--- src/rtl/irq_ctrl_if.sv ---
// Bus-slave access port of the interrupt controller: active-low strobes,
// registered read data and an active-low access-complete.
interface irq_ctrl_if;
  logic        cs_;
  logic        as_;
  logic        rw;
  logic [1:0]  addr;
  logic [31:0] wr_data;
  logic [31:0] rd_data;
  logic        rdy_;

  modport master (
    output cs_, as_, rw, addr, wr_data,
    input  rd_data, rdy_
  );

  modport slave (
    input  cs_, as_, rw, addr, wr_data,
    output rd_data, rdy_
  );
endinterface

--- src/rtl/irq_ctrl.sv ---
// Interrupt request controller: latches level/edge device interrupts into PEND and
// forwards PEND & IRQ_EN to the CPU. Define IRQ_CTRL_SYNC_EN for a 2-flop input synchronizer.
module irq_ctrl #(
  parameter int CPU_IRQ_CH = 8
) (
  input  logic                  clk,
  input  logic                  reset,
  input  logic [CPU_IRQ_CH-1:0] src_irq,
  irq_ctrl_if.slave             bus,
  output logic [CPU_IRQ_CH-1:0] irq
);

  localparam logic [1:0] A_PEND = 2'd0;
  localparam logic [1:0] A_EN   = 2'd1;
  localparam logic [1:0] A_MODE = 2'd2;
  localparam logic [1:0] A_RAW  = 2'd3;

  logic [CPU_IRQ_CH-1:0] s;
  logic [CPU_IRQ_CH-1:0] s_d;
  logic [CPU_IRQ_CH-1:0] pend;
  logic [CPU_IRQ_CH-1:0] irq_en;
  logic [CPU_IRQ_CH-1:0] mode;

  logic                  acc;
  logic                  wr_acc;
  logic [CPU_IRQ_CH-1:0] clr;
  logic [CPU_IRQ_CH-1:0] set;
  logic [CPU_IRQ_CH-1:0] rise;
  logic [CPU_IRQ_CH-1:0] pend_next;
  logic [CPU_IRQ_CH-1:0] en_next;
  logic [CPU_IRQ_CH-1:0] mode_next;
  logic [31:0]           rd_val;
  logic                  unused_wr_data;

  assign unused_wr_data = ^bus.wr_data;

  // Stage p0: input capture of the asynchronous device lines
`ifdef IRQ_CTRL_SYNC_EN
  logic [CPU_IRQ_CH-1:0] sync_p0;

  always_ff @(posedge clk) begin
    if (!reset) begin
      sync_p0 <= '0;
      s       <= '0;
    end else begin
      sync_p0 <= src_irq;
      s       <= sync_p0;
    end
  end
`else
  always_ff @(posedge clk) begin
    if (!reset) s <= '0;
    else        s <= src_irq;
  end
`endif

  always_ff @(posedge clk) begin
    if (!reset) s_d <= '0;
    else        s_d <= s;
  end

  // Stage p1: event detection, register update and bus decode
  assign acc    = !bus.cs_ && !bus.as_;
  assign wr_acc = acc && !bus.rw;
  assign rise   = s & ~s_d;
  assign set    = (mode & rise) | (~mode & s);

  always_comb begin
    clr       = '0;
    en_next   = irq_en;
    mode_next = mode;
    if (wr_acc) begin
      case (bus.addr)
        A_PEND:  clr       = bus.wr_data[CPU_IRQ_CH-1:0];
        A_EN:    en_next   = bus.wr_data[CPU_IRQ_CH-1:0];
        A_MODE:  mode_next = bus.wr_data[CPU_IRQ_CH-1:0];
        default: ;
      endcase
    end
  end

  // Set is OR-ed in after the clear so a same-cycle event is never lost.
  assign pend_next = (pend & ~clr) | set;

  always_comb begin
    rd_val = '0;
    case (bus.addr)
      A_PEND:  rd_val[CPU_IRQ_CH-1:0] = pend;
      A_EN:    rd_val[CPU_IRQ_CH-1:0] = irq_en;
      A_MODE:  rd_val[CPU_IRQ_CH-1:0] = mode;
      A_RAW:   rd_val[CPU_IRQ_CH-1:0] = s;
      default: rd_val = '0;
    endcase
  end

  always_ff @(posedge clk) begin
    if (!reset) begin
      pend   <= '0;
      irq_en <= '0;
      mode   <= '0;
    end else begin
      pend   <= pend_next;
      irq_en <= en_next;
      mode   <= mode_next;
    end
  end

  // Stage p2: registered outputs to CPU and bus
  always_ff @(posedge clk) begin
    if (!reset) begin
      irq         <= '0;
      bus.rd_data <= '0;
      bus.rdy_    <= 1'b1;
    end else begin
      irq         <= pend_next & en_next;
      bus.rd_data <= (acc && bus.rw) ? rd_val : 32'd0;
      bus.rdy_    <= !acc;
    end
  end

endmodule

--- src/flat_wrapper.sv ---
// flat-port wrapper written by rule: the top's interface ports become plain ports
module irq_ctrl_flat 
#(
  parameter int CPU_IRQ_CH = 8
)
  (clk, reset, src_irq, irq, bus_cs_, bus_as_, bus_rw, bus_addr, bus_wr_data, bus_rd_data, bus_rdy_);
  irq_ctrl_if bus_i ();
  input  logic clk;
  input  logic reset;
  input  logic [CPU_IRQ_CH-1:0] src_irq;
  output logic [CPU_IRQ_CH-1:0] irq;
  input wire logic [$bits(bus_i.cs_)-1:0] bus_cs_;
  input wire logic [$bits(bus_i.as_)-1:0] bus_as_;
  input wire logic [$bits(bus_i.rw)-1:0] bus_rw;
  input wire logic [$bits(bus_i.addr)-1:0] bus_addr;
  input wire logic [$bits(bus_i.wr_data)-1:0] bus_wr_data;
  output wire logic [$bits(bus_i.rd_data)-1:0] bus_rd_data;
  output wire logic [$bits(bus_i.rdy_)-1:0] bus_rdy_;
  assign bus_i.cs_ = bus_cs_;
  assign bus_i.as_ = bus_as_;
  assign bus_i.rw = bus_rw;
  assign bus_i.addr = bus_addr;
  assign bus_i.wr_data = bus_wr_data;
  assign bus_rd_data = bus_i.rd_data;
  assign bus_rdy_ = bus_i.rdy_;
  irq_ctrl #(.CPU_IRQ_CH(CPU_IRQ_CH)) u_core (.clk(clk), .reset(reset), .src_irq(src_irq), .bus(bus_i), .irq(irq));
endmodule
--- config.mk ---
export PLATFORM = sky130hd
export DESIGN_NAME = irq_ctrl_flat
export DESIGN_NICKNAME = d
export VERILOG_FILES = /design/src/rtl/irq_ctrl_if.sv /design/src/rtl/irq_ctrl.sv /design/src/flat_wrapper.sv
export SDC_FILE = /design/constraint.sdc
export NUM_CORES = 1
export LEC_CHECK = 0
export ABC_AREA = 1
export ABC_CLOCK_PERIOD_IN_PS = 1000
export BUFFER_PORTS_ARGS = -buffer_cell sky130_fd_sc_hd__buf_2
export CAP_MARGIN = 20
export CORE_MARGIN = 3
export CORE_UTILIZATION = 46
export CTS_BUF_LIST = sky130_fd_sc_hd__clkbuf_4
export DETAILED_ROUTE_END_ITERATION = 10
export PLACE_DENSITY = 0.78
export SYNTH_ARGS = -nofsm -noshare
export SYNTH_HDL_FRONTEND = slang
export SYNTH_SLANG_ARGS = --single-unit
--- constraint.sdc ---
create_clock -name clk -period 1 [get_ports clk]
set_clock_uncertainty 0.15 [all_clocks]
set_input_delay 0.1 -clock clk [delete_from_list [all_inputs] [get_ports clk]]
set_output_delay 0.1 -clock clk [all_outputs]
set_load 0.02 [all_outputs]
==> out/results.ini <==
[outcome]
outcome = finished with violations
violations = hold timing, setup timing

[die]
fp.dieH_um = 79.1
die_area_mm2 = 0.00625
row_count = 25
core_area_mm2 = 0.00494
die_w_um = 79.1
start_util_pct = 49.7
pin_count = 88

[synth]
ys_types = 23
netlist_area_mm2 = 0.00246
synth_seq_cells = 57
ys.flop_type = dfxtp_1
synth-edff-count = 0
synthArstFlopShare_pct = 0
seq_area_frac_synth_pct = 46.5
yosysWarnings = 0
avgSynthCellArea_um2 = 7.25
syn_inst = 339

[setup_path]
r2r-start = u_core.mode[1]$_SDFFE_PN0P_
crit_start = u_core.bus.rd_data[6]$_SDFF_PN0_
worstPathMaxFanout = 1
critPathKind = reg2out
cp.arrival_ps = 870
crit_chain = buf_6
cp-start-kind = flop
critPathSlowestCell = dfxtp_2
cp_data_required_time_ps = 750
cp-end-kind = primary output
path_delay_family = flip-flops
crit_buf_inv = 1
critPathMaxStageDelay_ps = 360

[power]
p_comb_share_pct = 13.6
sw_frac_of_total_pct = 27.2
power_density_mw_per_mm2 = 1400
internal-power_w = 0.00330
clkPwrFrac_pct = 33.7
sequentialPowerShare_pct = 52.7
p_sw_w = 0.00123
ir_drop_mv = 1.29
leakage_nw = 1.59

[placement]
pre_cts_ws_ps = -248
io_buffers = 39
dp_hpwl_um = 3970
place_congestion = 0.837

[min_path]
hp-start = reset
hp-class = in2reg

[final_layout]
final_common_cell = nand2_1
area_growth_pct = 31.9
final_cell_mix = nand2_1, inv_1, dfxtp_1, nor2_1, conb_1
fin_nets = 462
drive_above_1_share_pct = 28.9
diodes = 0

[cts]
cts_tree = yes
clock_sinks = 57
cts_hold_buffers = 19
cts-root-buf = clkbuf_4
clkTransAtPathRegs_ps = 100
cts_inserted_buffers = 9
h-tree-depth = 3
clockBufferDepth = 2
clk_latency_ps = 390

[sta]
fmax_ghz = 0.895
hold_viol_final = 2
drv_slew = 0
worst_slack_ps = -117
fin_crit_sh_pct = 112
rsz0062_at_grt = true
fin_setup_tns_ps = -1470
fin_crit_ps = 1120
holdWs_ps = -108
setup_violations = 18

[detailed_routing]
wire_per_inst_um = 12.5
vias = 2224
final_antenna_net_count = 0
drt-pass1-iter-count = 4
routed_wl_um = 6060
drt_first_iter_violations = 197
drc = 0
via_per_inst = 4.58

[global_routing]
gr-total-overflow = 0
grt_usage_pct = 20.7
grt_pass1_vias = 2200
antenna_found_initial = 0
grt_max_degree = 20
grt_first_pass_wirelength_um = 9830

[run]
cap_violations = 0

registers in the layout, indices dropped and copies added, names as in the netlist:
name,cells
u_core.pend,8
u_core.irq,8
u_core.bus.rdy_,1
u_core.s,8
u_core.bus.rd_data,8
u_core.s_d,8
u_core.mode,8
u_core.irq_en,8
tightest hold or removal path, stage by stage:
cell and delay (ps):
buf_2 170, nand2_1 90, inv_1 40
power groups by stage:
| stage | Combinational (W) | Clock [W] | Sequential, W |
|---|---|---|---|
| 2_1_floorplan | 0.000396 | 0 | 0.00244 |
| 3_3_place_gp | 0.000511 | 0 | 0.00244 |
| 3_5_place_dp | 0.000521 | 0 | 0.00244 |
| 4_1_cts | 0.000593 | 0.00154 | 0.00239 |
| 5_1_grt | 0.000681 | 0.00166 | 0.00240 |
| 6_report | 0.000615 | 0.00153 | 0.00239 |
cells by family (layout without fill, tap and decap cells):
family / Yosys count / count (layout) / share of synthesized area (%)
AND/OR/NAND/NOR: 154 / 154 / 27.1
buffers and inverters: 88 / 145 / 18.2
flip-flops: 57 / 57 / 46.5
AO/OA/AOI/OAI: 39 / 39 / 8.10
other: 1 / 24 / 0.153
per-layer routing:
metal  vias up  part of all wire (%)  track usage [%]
met5         -                     0                0
met4         0                   1.4             10.8
met3         9                   7.9             4.76
met2        84                    50             34.3
met1       989                    41             24.8
li1       1142                     -                -
synth_stat cells, types with 2 or more instances:
| cell | count | share of area (%) |
|---|---|---|
| a21oi_1 | 19 | 3.9 |
| nand4_1 | 8 | 2.0 |
| nor2_4 | 2 | 0.92 |
| nor3_1 | 8 | 1.6 |
| inv_1 | 42 | 6.4 |
| o21ai_0 | 5 | 1.0 |
| o21ai_1 | 12 | 2.4 |
| nand3_1 | 5 | 1.0 |
| dfxtp_1 | 57 | 46 |
| buf_4 | 25 | 7.6 |
| nand2_4 | 2 | 0.92 |
| inv_2 | 10 | 1.5 |
| nor2_1 | 38 | 5.8 |
| o22ai_1 | 3 | 0.76 |
| clkinv_1 | 2 | 0.31 |
| buf_6 | 2 | 0.92 |
| buf_2 | 6 | 1.2 |
| nor2_2 | 2 | 0.51 |
| nand2_1 | 87 | 13 |
cell type report:
cell class	instances	area [µm²]
Inverter	54	203
Clock buffer	9	67.6
Sequential cell	57	1160
Tap cell	67	83.8
Timing Repair Buffer	76	669
Clock inverter	6	50.0
Fill cell	449	1700
Multi-Input combinational cell	217	1000
timing repair:
item,CTS,global route
pin swaps,0,8
endpoints found under the hold margin,41,4
setup endpoints to repair,17,31
setup buffers,0,0
resized for setup,51,18
per-stage QoR:
| stage | instances | area (µm²) | hold WS, ps | total power, W | util [%] |
|---|---|---|---|---|---|
| final | 486 | 3240 | -108 | 0.00453 | 65.6 |
| after global routing | 486 | 3240 | -124 | 0.00474 | 65.6 |
| after CTS | 488 | 3210 | -134 | 0.00453 | 64.9 |
| after detailed placement | 454 | 2770 | 135 | 0.00296 | 56.1 |
| after global placement | 454 | 2770 | 130 | 0.00295 | 56.1 |
| after floorplan | 362 | 2550 | 47.6 | 0.00284 | - |
path summary, 6_finish.rpt:
check                                          end  slack (ps)  cells after the start
setup reg to reg  u_core.bus.rd_data[1]$_SDFF_PN0_          60                      4
hold / removal            u_core.s_d[3]$_SDFF_PN0_        -110                      3
setup / recovery                    bus_rd_data[6]        -120                      1
hold reg to reg           u_core.s_d[1]$_SDFF_PN0_         290                      2
Power figures use the tool's default switching activity.
